--- config.mk ---
export PLATFORM = sky130hd
export DESIGN_NAME = interface2_ctrl
export DESIGN_NICKNAME = d
export VERILOG_FILES = /design/src/rtl/interface2_ctrl.sv
export SDC_FILE = /design/constraint.sdc
export NUM_CORES = 1
export LEC_CHECK = 0
export CAP_MARGIN = 20
export CELL_PAD_IN_SITES_DETAIL_PLACEMENT = 1
export CELL_PAD_IN_SITES_GLOBAL_PLACEMENT = 1
export CORE_MARGIN = 2
export CORE_UTILIZATION = 37
export DETAILED_ROUTE_END_ITERATION = 8
export PLACE_DENSITY = 0.83
export SKIP_LAST_GASP = 1
export SLEW_MARGIN = 40
export SYNTH_ARGS = -nofsm -noshare
export SYNTH_HDL_FRONTEND = slang
export SYNTH_SLANG_ARGS = --single-unit
--- constraint.sdc ---
create_clock -name CLK -period 2.2 [get_ports CLK]
set_input_delay 0.66 -clock CLK [delete_from_list [all_inputs] [get_ports CLK]]
set_output_delay 0.66 -clock CLK [all_outputs]
set_load 0.01 [all_outputs]
--- src/rtl/interface2_ctrl.sv ---
// interface2_ctrl: load/recirculate sequencer driving the INTERFACE2 select lines.
// Define INTERFACE2_CTRL_STALL_EN to gate beats on the selected source valid.
module interface2_ctrl #(
  parameter int LOG2N = 6,
  parameter int NUM_PASS = 6,
  localparam int PW = NUM_PASS > 1 ? $clog2(NUM_PASS) : 1
) (
  input  logic          CLK,
  input  logic          RST,
  input  logic          START,
  input  logic          CLR,
  input  logic          EXTN_VALID,
  input  logic          HRMF_VALID,
  output logic          SEL_EXTN,
  output logic          SEL_PERMW,
  output logic          Q_VALID,
  output logic          BUSY,
  output logic          DONE,
  output logic [PW-1:0] PASS_IDX
);
  localparam int BW = LOG2N - 1;
  localparam int IW = BW > 1 ? $clog2(BW) : 1;
  typedef enum logic [1:0] {IDLE, LOAD, PASS, FIN} state_t;
  state_t state;
  logic [BW-1:0] beat_cnt;
  logic [PW-1:0] pass_idx;
  logic [IW-1:0] perm_idx;
  logic busy, fire;
  assign busy = (state == LOAD) || (state == PASS);
`ifdef INTERFACE2_CTRL_STALL_EN
  assign fire = (state == LOAD && EXTN_VALID) || (state == PASS && HRMF_VALID);
`else
  logic unused_valid;
  assign unused_valid = EXTN_VALID ^ HRMF_VALID;
  assign fire = busy;
`endif
  assign BUSY = busy;
  assign Q_VALID = fire;
  assign DONE = state == FIN;
  assign SEL_EXTN = state == PASS;
  // perm_idx tracks pass_idx mod BW so the swap bit needs no divider
  assign SEL_PERMW = busy & beat_cnt[perm_idx];
  assign PASS_IDX = pass_idx;
  always_ff @(posedge CLK) begin
    if (RST || CLR) begin
      state <= IDLE;
      beat_cnt <= '0;
      pass_idx <= '0;
      perm_idx <= '0;
    end else begin
      case (state)
        IDLE: if (START) begin
          state <= LOAD;
          beat_cnt <= '0;
          pass_idx <= '0;
          perm_idx <= '0;
        end
        LOAD, PASS: if (fire) begin
          beat_cnt <= beat_cnt + 1'b1;
          if (&beat_cnt) begin
            if (pass_idx == PW'(NUM_PASS - 1)) begin
              state <= FIN;
              pass_idx <= '0;
              perm_idx <= '0;
            end else begin
              state <= PASS;
              pass_idx <= pass_idx + 1'b1;
              perm_idx <= (perm_idx == IW'(BW - 1)) ? '0 : perm_idx + 1'b1;
            end
          end
        end
        default: state <= IDLE;
      endcase
    end
  end
endmodule

==> results of run 1 <==
==> worst max-delay path, cell delays in order, from the launching register on <==
cell      delay, ns
dfxtp_2        0.34
inv_1          0.06
ha_1           0.30
nor4b_2        0.16
a31o_2         0.21
clkbuf_2       0.12
==> per-stage QoR <==
| step | utilization | power, mW | TNS [ns] |
|---|---|---|---|
| 6_report | 0.504 | 0.450 | 0 |
| 5_1_grt | 0.504 | 0.476 | 0 |
| 4_1_cts | 0.504 | 0.455 | -0.102 |
| 3_5_place_dp | 0.489 | 0.304 | -0.0212 |
| 3_3_place_gp | 0.489 | 0.301 | -0.00217 |
| 2_1_floorplan | - | 0.279 | 0 |
==> final cells by class <==
type / instances / area (sq um) / area share
tap: 27 / 33.8 / 0.0338
timing repair buffer: 19 / 163 / 0.163
multi-input combinational: 75 / 497 / 0.497
sequential: 13 / 263 / 0.263
inverter: 4 / 15.0 / 0.0150
clock inverter: 1 / 5.00 / 0.00501
clock buffer: 3 / 22.5 / 0.0226
==> registers in the layout, indices dropped and copies added, names as in the netlist <==
| name | flops |
|---|---|
| PASS_IDX | 3 |
| beat_cnt | 5 |
| perm_idx | 3 |
| state | 2 |
==> kinds of logic (layout without fill, tap and decap cells) <==
kind of cell,after synthesis,after routing,share of synthesized area
AND/OR/NAND/NOR,45,45,0.307
AO/OA/AOI/OAI,19,19,0.150
flip-flops,13,13,0.331
adder cells (fa/ha/maj),8,8,0.127
buffers and inverters,8,27,0.0446
multiplexers,3,3,0.0398
==> Yosys cell counts <==
| cell | count | area share |
|---|---|---|
| ha_1 | 8 | 0.13 |
| mux2i_1 | 2 | 0.025 |
| a31oi_1 | 1 | 0.0080 |
| a22oi_1 | 4 | 0.038 |
| nor4b_1 | 2 | 0.022 |
| nor4_1 | 1 | 0.0080 |
| clkbuf_1 | 2 | 0.0096 |
| nor2_1 | 14 | 0.067 |
| inv_1 | 4 | 0.019 |
| or2_2 | 1 | 0.0080 |
| nand2b_4 | 1 | 0.018 |
| nor3_1 | 4 | 0.025 |
| nand2_1 | 10 | 0.048 |
| nand2b_2 | 1 | 0.011 |
| nor3b_1 | 1 | 0.0096 |
| or4b_1 | 1 | 0.013 |
| mux2_2 | 1 | 0.014 |
| nand3b_1 | 2 | 0.019 |
| or3_1 | 1 | 0.0080 |
| a21oi_1 | 9 | 0.057 |
| and2b_2 | 1 | 0.011 |
| and3b_1 | 1 | 0.011 |
| a31o_2 | 1 | 0.011 |
| buf_4 | 1 | 0.0096 |
| o21ai_0 | 1 | 0.0064 |
| buf_2 | 1 | 0.0064 |
| and3_1 | 1 | 0.0080 |
| nand3_1 | 2 | 0.013 |
| a211o_1 | 1 | 0.011 |
| o22ai_1 | 1 | 0.0080 |
| nand2b_1 | 1 | 0.0080 |
| o211ai_1 | 1 | 0.0096 |
| dfxtp_1 | 13 | 0.33 |
==> path summary, 6_finish.rpt <==
path	startpoint	endpoint	slack (ns)	depth (start not counted)
min reg2reg	PASS_IDX[2]	PASS_IDX[2]	0.51	2
min	PASS_IDX[2]	PASS_IDX[2]	0.51	2
max	state[0]	SEL_PERMW	0.07	5
max reg2reg	beat_cnt[0]	state[0]	0.33	7
==> placed cells by master, fill, tap and decap left out, types with 2 or more instances in the layout <==
cell type        count
nor2_1              14
dfxtp_1             11
nand2_1             10
a21oi_1              9
ha_1                 8
clkdlybuf4s50_1      8
buf_4                8
inv_1                4
a22oi_1              4
nor3_1               4
clkbuf_4             3
mux2i_1              2
nand3_1              2
nand3b_1             2
dlygate4sd2_1        2
dfxtp_2              2
==> report_power, final <==
| part | switching [mW] | internal, mW | leakage [nW] |
|---|---|---|---|
| registers | 0.00125 | 0.237 | 0.106 |
| clock network | 0.0855 | 0.0675 | 0.0177 |
| logic | 0.0331 | 0.0262 | 0.272 |
==> metal layers <==
layer	global-route usage	up-vias	part of all wire
met4	0.0278	0	0
met1	0.215	374	0.44
met3	0.0667	0	0.038
li1	-	376	-
met5	0	-	0
met2	0.333	9	0.52
==> timing repair <==
item,CTS,global route
setup endpoints to repair,3,1
pin swaps,0,0
gates resized for setup,4,4
gates cloned,0,0
==> impl_metrics.tcl, run 1 <==
set metrics [dict create \
    status "completed" \
    max_freq_mhz 470 \
    hold_class "reg2reg" \
    fin_nets 130 \
    place_inst 138 \
    io_buffers 11 \
    min_period_ns 2.13 \
    core_area_sq_um 1980 \
    pwr_density_cell_nw_per_um2 451 \
    firstDrtPassIters 4 \
    fp-row-count 16 \
    worst_pin_slew_ns 0.429 \
    fin_hold_ws_ns 0.509 \
    max_cap_violations 0 \
    clk-insertion-delay-late_ns 0.29 \
    setup_viol 0 \
    gp_congestion 0.777 \
    antenna_cells 0 \
    rsz0062_at_grt "no" \
    clock_skew_ns 0.0113 \
    n_fill_cell 244 \
    dp_slack_ns -0.0212 \
    syn-mean-instance-area_sq_um 8.18 \
    ctsHoldBuffers 0 \
    cts_tree "built" \
    synthCells 96 \
    worstSetupEndpointType "primary output" \
    vias 759 \
    grt_start_max_net_pins 14 \
    chipWidth_um 50.1 \
    grt_first_pass_wirelength_mm 3.55 \
    fin_ws_ns 0.0723 \
    drv_slew 0 \
    overflow 0 \
    cp_data_arrival_time_ns 1.47 \
    io_pins 14 \
    synthDistinctLibCells 33 \
    synth_area_sq_um 786 \
    clk_pin_slew_ns 0.08 \
    track_usage 0.187 \
    synth_nets 110 \
    post_cts_buffers 0 \
    ant_nets 0 \
    ys_seq_elements 13 \
    routed_wl_mm 2.01 \
    cts_root_buf "clkbuf_4" \
    dp_hpwl_mm 1.54 \
    place_area_sq_um 970 \
    dieHeight_um 50.1 \
    wl_per_cell_um 14.2 \
    htree_num_levels 1 \
    cts_buffers 3 \
    clockBufferDepth 2 \
    drc 0 \
    viasPerCell 5.35 \
    hold_violations 0 \
    drive_gt1_frac 0.191 \
    relSlewSlack 0.712 \
    ys_seq_area_frac 0.331 \
    antenna_found_initial 0 \
    ir_worst_vdd_uv 275 \
    cts_sinks 13 \
    grt_pass1_vias 799 \
    fin_crit_sh 0.967 \
    instances_no_fill 142 \
    worstSetupPathType "reg2out" \
    startpoint_type "flip-flop" \
    dieArea_sq_um 2510 \
    leakagePower_nw 0.395 \
    worstPathRequired_ns 1.54 \
    cp_max_fo 2 \
    area_delta_synth_final_pct 27.1 \
    initial_core_util 0.396 \
    drt-initial-drc-count 10 \
    yosys_warnings 0 \
    postLayoutCellArea_sq_um 998 \
]
(Power assumes the default switching activity.)
==> inputs of run 2 (changes only) <==
Settings changed: CTS_CLUSTER_DIAMETER from default to 50, PLACE_DENSITY 0.83 to default, PLACE_DENSITY_LB_ADDON from default to 0.1.
==> run 2 against run 1 <==
Via count decreased by 0.66%. Clock skew fell by 0.010 ns. Non-clock buffer count increased by 2. Critical path depth decreased by 1. Count of clock-buffer cells in the layout up 1. Sequential cell count stayed put. Setup slack got worse by 0.013 ns. Final cell count increased by 1.4%. Hold slack got worse by 0.010 ns. Sequential power about the same. Sequential share of layout area is 0.77 points lower. Critical path type unchanged.
==> impl_metrics.tcl, run 2 (synthesized netlist as in run 1, its figures left out) <==
set metrics [dict create \
    wl_per_cell_um 13.6 \
    cts_buffers 3 \
    fp-row-count 16 \
    cp_num_cells 4 \
    slowest_stage "clkdlybuf4s50_1" \
    worstPathRequired_ns 1.54 \
    overflow 0 \
    reg2reg_depth 8 \
    firstDrtPassIters 4 \
    hold_violations 0 \
    place_inst 140 \
    fin_nets 132 \
    dieHeight_um 50.1 \
    grt_start_max_net_pins 14 \
    grt_pass1_vias 775 \
    track_usage 0.180 \
    timing.critical_path.buf_inv 3 \
    cts_tree "built" \
    core_area_sq_um 1980 \
    io_buffers 11 \
    largest_register_ffs 5 \
    max_freq_mhz 467 \
    routed_wl_mm 1.95 \
    drt-initial-drc-count 11 \
    cpLargestDelayFamily "buffers and inverters" \
    relSlewSlack 0.765 \
    min_period_ns 2.14 \
    instances_no_fill 144 \
    crit_start "state[0]" \
    gp_congestion 0.763 \
    status "completed" \
    mostFrequentLayoutCells "nor2_1, dfxtp_1, nand2_1, buf_4, a21oi_1" \
    hold_class "reg2reg" \
    antenna_found_initial 0 \
    fin_hold_ws_ns 0.499 \
    worst_pin_slew_ns 0.351 \
    area_delta_synth_final_pct 30.3 \
    clk_pin_slew_ns 0.09 \
    slowest_delay_ns 0.55 \
    pwr_density_cell_nw_per_um2 446 \
    drv_slew 0 \
    worstSetupEndpointType "primary output" \
    htree_num_levels 1 \
    leakagePower_nw 0.404 \
    cts_root_buf "clkbuf_4" \
    clockBufferDepth 2 \
    vias 754 \
    setup_viol 0 \
    worstPathCellList "inv_2 -> buf_4 -> ha_1 -> clkdlybuf4s50_1" \
    cp_data_arrival_time_ns 1.48 \
    max_flop_register "beat_cnt" \
    fin_crit_sh 0.973 \
    cts_sinks 13 \
    max_cap_violations 0 \
    clock_skew_ns 0.00134 \
    ant_nets 0 \
    cp_max_fo 2 \
    viasPerCell 5.24 \
    worstSetupPathType "reg2out" \
    drc 0 \
    dieArea_sq_um 2510 \
    chipWidth_um 50.1 \
    dp_hpwl_mm 1.52 \
    rr_startpoint "beat_cnt[0]" \
    antenna_cells 0 \
    grt_first_pass_wirelength_mm 3.44 \
    clk-insertion-delay-late_ns 0.28 \
    r2r_end "state[0]" \
    post_cts_buffers 0 \
    io_pins 14 \
    startpoint_type "flip-flop" \
    reg2reg_slack_ns 0.34 \
    drive_gt1_frac 0.205 \
    ir_worst_vdd_uv 265 \
    initial_core_util 0.396 \
    critPathCapture "SEL_EXTN" \
    final_common_cell "nor2_1" \
]
## run 2: report_power, final
part / switching [mW] / internal, mW
registers: 0.000909 / 0.237
clock network: 0.0863 / 0.0702
logic: 0.0334 / 0.0285
total: 0.121 / 0.335
## run 2: worst min path at each step
stage                startpoint     endpoint  slack [ns]  cells after the start
floorplan           beat_cnt[3]  beat_cnt[3]        0.47                      2
global placement    PASS_IDX[2]  PASS_IDX[2]        0.49                      2
detailed placement  PASS_IDX[2]  PASS_IDX[2]        0.49                      2
CTS                 PASS_IDX[2]  PASS_IDX[2]        0.51                      2
global route        PASS_IDX[2]  PASS_IDX[2]        0.55                      2
finish              PASS_IDX[2]  PASS_IDX[2]        0.50                      2
## run 2: through the flow
stage	setup TNS, ns	setup slack (ns)	instance area, sq um	util	power (mW)
5_1_grt	-0.00152	-0.00152	1020	0.516	0.480
3_5_place_dp	-0.0267	-0.0267	985	0.497	0.304
3_3_place_gp	-0.0181	-0.0181	985	0.497	0.303
6_report	0	0.0595	1020	0.516	0.456
4_1_cts	-0.110	-0.110	1010	0.511	0.460
2_1_floorplan	0	0.0267	786	-	0.279
## run 2: cell type report
cell class,count,area [sq um]
fill,236,958
multi-input combinational,75,509
sequential,13,262
timing repair buffer,21,178
tap,27,33.8
clock buffer,4,26.3
inverter,4,15.0
## run 2: repair_timing
item,in CTS,in global routing
endpoints found under the setup margin,3,2
gates resized for setup,4,5
hold buffers,0,0
## run 2: metal layers
metal,part of all wire,GRT usage
met3,0.017,0.0364
met2,0.49,0.294
met5,0,0
met4,0.011,0.0694
met1,0.48,0.231
## run 2: worst reg2reg max path, stage by stage (launching register included)
cell	delay, ns
dfxtp_1	0.35
buf_4	0.13
ha_1	0.17
and3_1	0.17
ha_1	0.20
nand2b_1	0.14
o211ai_1	0.16
or3_1	0.35
a21oi_1	0.12
==> inputs of run 3 (changes only) <==
Settings changed: CTS_CLUSTER_SIZE from default to 8, SLEW_MARGIN 40 to 20.
==> results of run 3 <==
The final DEF is identical to that of run 2; final timing and power are the same.
